$ cat src/rtl/lfsr_range_gen_if.sv
// Bus between the game FSM (master) and the LFSR range generator (slave).
// Carries the seed/request strobes in and the busy/valid/value results out.
// Build option: LFSR_RANGE_REJECT_EN adds the reject_cnt signal.
interface lfsr_range_gen_if #(
    parameter int WIDTH = 16,
    parameter int OUT_W = 12
);
    logic             seed_load;
    logic [WIDTH-1:0] seed_in;
    logic             req;
    logic             busy;
    logic             valid;
    logic [OUT_W-1:0] value;
    logic [WIDTH-1:0] lfsr_state;
`ifdef LFSR_RANGE_REJECT_EN
    logic [7:0]       reject_cnt;

    modport master (
        output seed_load, seed_in, req,
        input  busy, valid, value, lfsr_state, reject_cnt
    );

    modport slave (
        input  seed_load, seed_in, req,
        output busy, valid, value, lfsr_state, reject_cnt
    );
`else
    modport master (
        output seed_load, seed_in, req,
        input  busy, valid, value, lfsr_state
    );

    modport slave (
        input  seed_load, seed_in, req,
        output busy, valid, value, lfsr_state
    );
`endif
endinterface

$ cat src/rtl/lfsr_range_gen.sv
// LFSR range generator: a free-running Fibonacci LFSR is snapshotted on
// request and reduced modulo (MAX_VAL-MIN_VAL+1) by a bit-serial restoring
// divider, then offset by MIN_VAL. No combinational modulo is used.
// Build option: LFSR_RANGE_REJECT_EN enables rejection sampling (snapshots
// at or above the largest multiple of the range are discarded and retaken
// on the next edge) and the saturating reject_cnt output.
module lfsr_range_gen #(
    parameter int               WIDTH   = 16,
    parameter logic [WIDTH-1:0] TAPS    = 16'hD008,
    parameter logic [WIDTH-1:0] SEED    = 16'hACE1,
    parameter int               OUT_W   = 12,
    parameter int               MIN_VAL = 500,
    parameter int               MAX_VAL = 3500
) (
    input  logic               clk,
    input  logic               reset,
    lfsr_range_gen_if.slave    bus
);

    // Number of distinct output values; one bit wider than the LFSR so a
    // full 2^WIDTH range still fits.
    localparam logic [WIDTH:0] RANGE = (WIDTH+1)'(MAX_VAL - MIN_VAL + 1);
    localparam int             CNT_W = (WIDTH > 1) ? $clog2(WIDTH) : 1;

`ifdef LFSR_RANGE_REJECT_EN
    // Largest multiple of RANGE not exceeding 2^WIDTH; snapshots at or above
    // it would bias the low residues, so they are discarded.
    localparam logic [WIDTH:0] POW2  = {1'b1, {WIDTH{1'b0}}};
    localparam logic [WIDTH:0] LIMIT = (POW2 / RANGE) * RANGE;
`endif

    localparam logic [1:0] S_IDLE = 2'd0;
    localparam logic [1:0] S_DIV  = 2'd1;
    localparam logic [1:0] S_DONE = 2'd2;
`ifdef LFSR_RANGE_REJECT_EN
    localparam logic [1:0] S_REJ  = 2'd3;
`endif

    // Elaboration-time sanity checks on the parameter set.
    generate
        if (WIDTH < 4 || WIDTH > 32) begin : g_bad_width
            $error("lfsr_range_gen: WIDTH must be in 4..32");
        end
        if (SEED == '0) begin : g_bad_seed
            $error("lfsr_range_gen: SEED must be nonzero");
        end
        if (MAX_VAL < MIN_VAL) begin : g_bad_bounds
            $error("lfsr_range_gen: MAX_VAL must be >= MIN_VAL");
        end
        if (MAX_VAL >= (1 << OUT_W)) begin : g_bad_outw
            $error("lfsr_range_gen: MAX_VAL must fit in OUT_W bits");
        end
    endgenerate

    // One Fibonacci shift: feedback is the parity of the tapped bits.
    function automatic logic [WIDTH-1:0] lfsr_shift(input logic [WIDTH-1:0] v);
        return {v[WIDTH-2:0], ^(v & TAPS)};
    endfunction

    // One restoring-division step: bring in the next dividend bit and
    // subtract the divisor when it fits. The remainder never exceeds the
    // dividend prefix, so it always fits back into WIDTH bits.
    function automatic logic [WIDTH-1:0] div_step(input logic [WIDTH-1:0] rem,
                                                  input logic             bit_in);
        logic [WIDTH:0] trial;
        logic [WIDTH:0] diff;
        trial = {rem, bit_in};
        diff  = trial - RANGE;
        return (trial >= RANGE) ? diff[WIDTH-1:0] : trial[WIDTH-1:0];
    endfunction

`ifdef LFSR_RANGE_REJECT_EN
    // Saturating 8-bit increment for the rejection counter.
    function automatic logic [7:0] sat_inc8(input logic [7:0] v);
        return (v == 8'hFF) ? v : v + 8'd1;
    endfunction
`endif

    logic [WIDTH-1:0] r_lfsr;
    logic [WIDTH-1:0] w_lfsr_nxt;
    logic [1:0]       r_state;
    logic             r_busy;
    logic             r_valid;
    logic [OUT_W-1:0] r_value;
    logic [WIDTH-1:0] r_snap;
    logic [WIDTH-1:0] r_rem;
    logic [CNT_W-1:0] r_cnt;
    logic [OUT_W-1:0] w_result;
`ifdef LFSR_RANGE_REJECT_EN
    logic [7:0]       r_rej_cnt;
    logic             w_accept;
`endif

    // Next LFSR value: seed load wins, then the all-zero guard, then the shift.
    always_comb begin
        w_lfsr_nxt = lfsr_shift(r_lfsr);
        if (bus.seed_load) begin
            w_lfsr_nxt = (bus.seed_in == '0) ? SEED : bus.seed_in;
        end else if (r_lfsr == '0) begin
            w_lfsr_nxt = SEED;
        end
    end

    // Free-running LFSR register; advances every clock independent of the FSM.
    always_ff @(posedge clk or posedge reset) begin
        if (reset) begin
            r_lfsr <= SEED;
        end else begin
            r_lfsr <= w_lfsr_nxt;
        end
    end

    // Final remainder is below RANGE, so the offset result fits OUT_W bits.
    assign w_result = OUT_W'(r_rem) + OUT_W'(MIN_VAL);

`ifdef LFSR_RANGE_REJECT_EN
    assign w_accept = ({1'b0, r_lfsr} < LIMIT);
`endif

    // Request FSM: snapshot, WIDTH divider steps, then publish the result.
    always_ff @(posedge clk or posedge reset) begin
        if (reset) begin
            r_state   <= S_IDLE;
            r_busy    <= 1'b0;
            r_valid   <= 1'b0;
            r_value   <= OUT_W'(MIN_VAL);
            r_snap    <= '0;
            r_rem     <= '0;
            r_cnt     <= '0;
`ifdef LFSR_RANGE_REJECT_EN
            r_rej_cnt <= '0;
`endif
        end else begin
            r_valid <= 1'b0;
            case (r_state)
                S_IDLE: begin
                    if (bus.req) begin
                        r_busy <= 1'b1;
`ifdef LFSR_RANGE_REJECT_EN
                        if (w_accept) begin
                            r_rej_cnt <= '0;
                            r_snap    <= r_lfsr;
                            r_rem     <= '0;
                            r_cnt     <= CNT_W'(WIDTH - 1);
                            r_state   <= S_DIV;
                        end else begin
                            r_rej_cnt <= 8'd1;
                            r_state   <= S_REJ;
                        end
`else
                        r_snap  <= r_lfsr;
                        r_rem   <= '0;
                        r_cnt   <= CNT_W'(WIDTH - 1);
                        r_state <= S_DIV;
`endif
                    end
                end
`ifdef LFSR_RANGE_REJECT_EN
                S_REJ: begin
                    // Retake the snapshot each edge until it lands below LIMIT.
                    if (w_accept) begin
                        r_snap  <= r_lfsr;
                        r_rem   <= '0;
                        r_cnt   <= CNT_W'(WIDTH - 1);
                        r_state <= S_DIV;
                    end else begin
                        r_rej_cnt <= sat_inc8(r_rej_cnt);
                    end
                end
`endif
                S_DIV: begin
                    // Dividend bits are consumed MSB first.
                    r_rem <= div_step(r_rem, r_snap[r_cnt]);
                    if (r_cnt == '0) begin
                        r_state <= S_DONE;
                    end else begin
                        r_cnt <= r_cnt - CNT_W'(1);
                    end
                end
                S_DONE: begin
                    r_value <= w_result;
                    r_valid <= 1'b1;
                    r_busy  <= 1'b0;
                    r_state <= S_IDLE;
                end
                default: begin
                    r_busy  <= 1'b0;
                    r_state <= S_IDLE;
                end
            endcase
        end
    end

    assign bus.busy       = r_busy;
    assign bus.valid      = r_valid;
    assign bus.value      = r_value;
    assign bus.lfsr_state = r_lfsr;
`ifdef LFSR_RANGE_REJECT_EN
    assign bus.reject_cnt = r_rej_cnt;
`endif

endmodule
$ cat src/flat_wrapper.sv
// flat-port wrapper written by rule: the top's interface ports become plain ports
module lfsr_range_gen_flat 
#(
    parameter int               WIDTH   = 16,
    parameter logic [WIDTH-1:0] TAPS    = 16'hD008,
    parameter logic [WIDTH-1:0] SEED    = 16'hACE1,
    parameter int               OUT_W   = 12,
    parameter int               MIN_VAL = 500,
    parameter int               MAX_VAL = 3500
)
  (clk, reset, bus_seed_load, bus_seed_in, bus_req, bus_busy, bus_valid, bus_value, bus_lfsr_state);
  lfsr_range_gen_if #(.WIDTH(WIDTH), .OUT_W(OUT_W)) bus_i ();
  input  logic clk;
  input  logic reset;
  input wire logic [$bits(bus_i.seed_load)-1:0] bus_seed_load;
  input wire logic [$bits(bus_i.seed_in)-1:0] bus_seed_in;
  input wire logic [$bits(bus_i.req)-1:0] bus_req;
  output wire logic [$bits(bus_i.busy)-1:0] bus_busy;
  output wire logic [$bits(bus_i.valid)-1:0] bus_valid;
  output wire logic [$bits(bus_i.value)-1:0] bus_value;
  output wire logic [$bits(bus_i.lfsr_state)-1:0] bus_lfsr_state;
  assign bus_i.seed_load = bus_seed_load;
  assign bus_i.seed_in = bus_seed_in;
  assign bus_i.req = bus_req;
  assign bus_busy = bus_i.busy;
  assign bus_valid = bus_i.valid;
  assign bus_value = bus_i.value;
  assign bus_lfsr_state = bus_i.lfsr_state;
  lfsr_range_gen #(.WIDTH(WIDTH), .TAPS(TAPS), .SEED(SEED), .OUT_W(OUT_W), .MIN_VAL(MIN_VAL), .MAX_VAL(MAX_VAL)) u_core (.clk(clk), .reset(reset), .bus(bus_i));
endmodule
$ cat config.mk
export PLATFORM = sky130hd
export DESIGN_NAME = lfsr_range_gen_flat
export DESIGN_NICKNAME = d
export VERILOG_FILES = /design/src/rtl/lfsr_range_gen_if.sv /design/src/rtl/lfsr_range_gen.sv /design/src/flat_wrapper.sv
export SDC_FILE = /design/constraint.sdc
export NUM_CORES = 1
export LEC_CHECK = 0
export CORE_UTILIZATION = 40
export CTS_BUF_LIST = sky130_fd_sc_hd__clkbuf_8
export DETAILED_ROUTE_END_ITERATION = 12
export SLEW_MARGIN = 20
export SYNTH_ARGS = -nofsm -noshare
export SYNTH_HDL_FRONTEND = slang
export SYNTH_SLANG_ARGS = --single-unit
$ cat constraint.sdc
create_clock -name clk -period 4.25 [get_ports clk]
set_clock_uncertainty 0.2 [all_clocks]
set_input_delay 0.425 -clock clk [delete_from_list [all_inputs] [get_ports clk]]
set_output_delay 0.425 -clock clk [all_outputs]
set_load 0.05 [all_outputs]
==> flow_metrics.env <==
export IMPL_fp_dieW_um=96.2
export IMPL_cts_clk_slew_worst_paths_ns=0.08
export IMPL_fin_nets=444
export IMPL_finalPower_mw=3.40
export IMPL_hpwl_um=5570
export IMPL_cts_tree="built"
export IMPL_synth_edf_count=0
export IMPL_cp_slowest_cell="dfrtp_1"
export IMPL_post_cts_resize_count=0
export IMPL_n_antenna_cell=0
export IMPL_arrival_ns=3.49
export IMPL_async_flop_share=1.00
export IMPL_end_kind="flop"
export IMPL_fp_dieArea_um2=9250
export IMPL_core_rowCount=33
export IMPL_hold_buffers=0
export IMPL_maxCapViolCount=0
export IMPL_grt_pass1_vias=2690
export IMPL_setup_violations=0
export IMPL_ys_types=49
export IMPL_drive_gt1_frac=0.106
export IMPL_drt_first_iter_violations=115
export IMPL_die_y_um=96.2
export IMPL_finalWeightedCongestion=0.826
export IMPL_startpoint_type="flop"
export IMPL_cts_root_buf="clkbuf_8"
export IMPL_cts_made_buffers=9
export IMPL_clk_latency_ns=0.36
export IMPL_syn_to_final_growth_pct=22.1
export IMPL_syn_area_um2=3550
export IMPL_synthFlopType="dfrtp_1"
export IMPL_hold_path_class="in -> async"
export IMPL_grt_pass1_wl_um=13100
export IMPL_syn_area_per_cell_um2=9.36
export IMPL_synth_fp_nets=404
export IMPL_regToRegSetupSlack_ns=0.76
export IMPL_worstMarginPinSlew_ns=0.800
export IMPL_grt_usage=0.189
export IMPL_synthCells=379
export IMPL_drv_slew=0
export IMPL_ios=50
export IMPL_worstPathRequired_ns=4.25
export IMPL_cts_setup_buffers=0
export IMPL_wl_per_cell_um=14.7
export IMPL_drc=0
export IMPL_seq_area_frac_synth=0.484
export IMPL_htree_levels=3
export IMPL_tns_ns=0
export IMPL_period_share=0.821
export IMPL_antenna_found_initial=0
export IMPL_ys_ff_latch=68
export IMPL_final_cells=529
export IMPL_whs_ns=0.197
export IMPL_slew_headroom=0.465
export IMPL_dp_cells=513
export IMPL_path_cells="mux2i_1 > a22o_1 > nor2b_1 > a22o_1 > ha_1 > nor2b_1 > a221oi_1 > o211a_1 > nand3_1 > o221ai_1 > xor2_1 > o21ai_0"
export IMPL_fin_crit_ns=3.49
export IMPL_final_hold_viol_count=0
export IMPL_core_um2=8380
export IMPL_via_per_inst=5.31
export IMPL_power_leakage_nw=1.87
export IMPL_initial_core_util=0.423
export IMPL_rsz0062_at_grt="no"
export IMPL_ant_nets=0
export IMPL_grt_overflow_total=0
export IMPL_yosysWarnings=0
export IMPL_power_density_nw_per_um2=785
export IMPL_cpLargestDelayFamily="compound AO/OA/AOI/OAI gates"
export IMPL_utilization=0.517
export IMPL_cts_buffer_depth=2
export IMPL_ir_worst_vdd_mv=0.245
export IMPL_status="finished, final reports clean"
export IMPL_worst_setup_path_type="reg -> reg"
export IMPL_max_freq_mhz=287
export IMPL_wirelength_um=7750
export IMPL_numPortBuffers=49
export IMPL_grt_max_degree=48
export IMPL_critPathMaxStageDelay_ns=0.57
export IMPL_cp_num_buf_inv=0
export IMPL_vias=2808
export IMPL_cts_sinks=68
export IMPL_first_pass_iters=5
export IMPL_crit_fanout=11
export IMPL_nFillCells=780
## power by group
group	leakage, nW	internal, mW	switching [mW]	total, mW
sequential	0.806	0.921	0.310	1.23
clock	0.131	0.448	0.257	0.705
combinational	0.929	0.620	0.848	1.47
total	1.87	1.99	1.42	3.40
## registers in the layout, summed over array words and instances (netlist names)
register / flops
u_core.bus.lfsr_state: 16
u_core.bus.valid: 1
u_core.bus.value: 12
u_core.r_cnt: 4
u_core.bus.busy: 1
u_core.r_state: 2
u_core.r_rem: 16
u_core.r_snap: 16
## final cells by class
class | count | area (um^2) | share of cell area
clock buffer | 9 | 124 | 0.0286
clock inverter | 7 | 140 | 0.0323
timing repair buffer | 51 | 505 | 0.117
multi-input combinational | 273 | 1650 | 0.382
inverter | 16 | 60.1 | 0.0139
tap | 105 | 131 | 0.0303
sequential | 68 | 1720 | 0.397
## routing by layer
layer	GRT usage	wire [um]	up-vias
li1	-	-	1378
met3	0.0387	380	16
met5	0	0	-
met2	0.301	3540	94
met1	0.240	3610	1320
met4	0.102	225	0
## cells in the mapped netlist, types with 2 or more instances
cell       number  share of area
a2111oi_0       2         0.0049
a21oi_1        15          0.021
a22o_1          4         0.0099
and2_1          2         0.0035
and3_1          3         0.0053
buf_2           5         0.0071
buf_6           3         0.0095
clkbuf_1       12          0.013
dfrtp_1        54           0.38
dfstp_2        14           0.10
ha_1            5          0.018
inv_1          16          0.017
mux2_2          5          0.016
mux2i_1         8          0.023
nand2_1        73          0.077
nand2b_1        3         0.0053
nand3_1        13          0.018
nand3b_1        5          0.011
nand4_1         3         0.0053
nor2_1         20          0.021
nor2b_1         7          0.012
nor3_1          5         0.0071
nor4_1          8          0.014
o21ai_0        29          0.041
o21ai_1        12          0.017
o22a_1          8          0.020
or2_2           2         0.0035
xnor2_1        10          0.025
xor2_1         13          0.032
## metrics by stage
| stage | setup slack (ns) | area (um^2) |
|---|---|---|
| 2_1_floorplan | 1.35 | 3550 |
| 3_3_place_gp | 0.838 | 4070 |
| 3_5_place_dp | 0.780 | 4070 |
| 4_1_cts | 0.769 | 4330 |
| 5_1_grt | 0.495 | 4330 |
| 6_report | 0.761 | 4330 |
## kinds of logic (layout without fill, tap and decap cells)
kind of cell / count (synthesis) / in the layout / synth area share
and+or+nand+nor: 149 / 149 / 0.202
AOI/OAI and AO/OA: 83 / 83 / 0.151
buffers and inverters: 38 / 83 / 0.0494
xor gates and xnor gates: 23 / 23 / 0.0568
adders and majority gates: 5 / 5 / 0.0176
DFF: 68 / 68 / 0.484
muxes: 13 / 13 / 0.0384
## layout by cell type (no fill, tap or decap), drive strengths merged, types with 2 or more instances in the layout
master | synthesis | layout
nand4 | 3 | 3
nor4 | 8 | 8
mux2 | 5 | 5
nor4b | 2 | 2
nand2b | 3 | 3
dfstp | 14 | 14
clkdlybuf4s50 | 0 | 49
nor2b | 7 | 7
nand2 | 73 | 73
buf | 10 | 2
and3 | 3 | 3
dfrtp | 54 | 54
xor2 | 13 | 13
o21ai | 42 | 42
a2111oi | 3 | 3
nand3b | 5 | 5
or2 | 3 | 3
ha | 5 | 5
mux2i | 8 | 8
o22a | 8 | 8
nand3 | 13 | 13
nor3 | 5 | 5
nor2 | 20 | 20
and2 | 2 | 2
clkbuf | 12 | 9
a22o | 4 | 4
inv | 16 | 17
a21oi | 15 | 15
bufinv | 0 | 4
xnor2 | 10 | 10
## final timing paths
kind,cells past startpoint,endpoint,start
min,2,u_core.bus.valid,reset
max in group asynchronous,3,u_core.r_snap[0],reset
max reg2reg,12,u_core.r_rem[11],u_core.r_cnt[0]
min reg2reg,2,u_core.bus.value[7],u_core.bus.value[7]
max,12,u_core.r_rem[11],u_core.r_cnt[0]
min in group clk,2,u_core.bus.value[7],u_core.bus.value[7]
(Power assumes the default switching activity.)
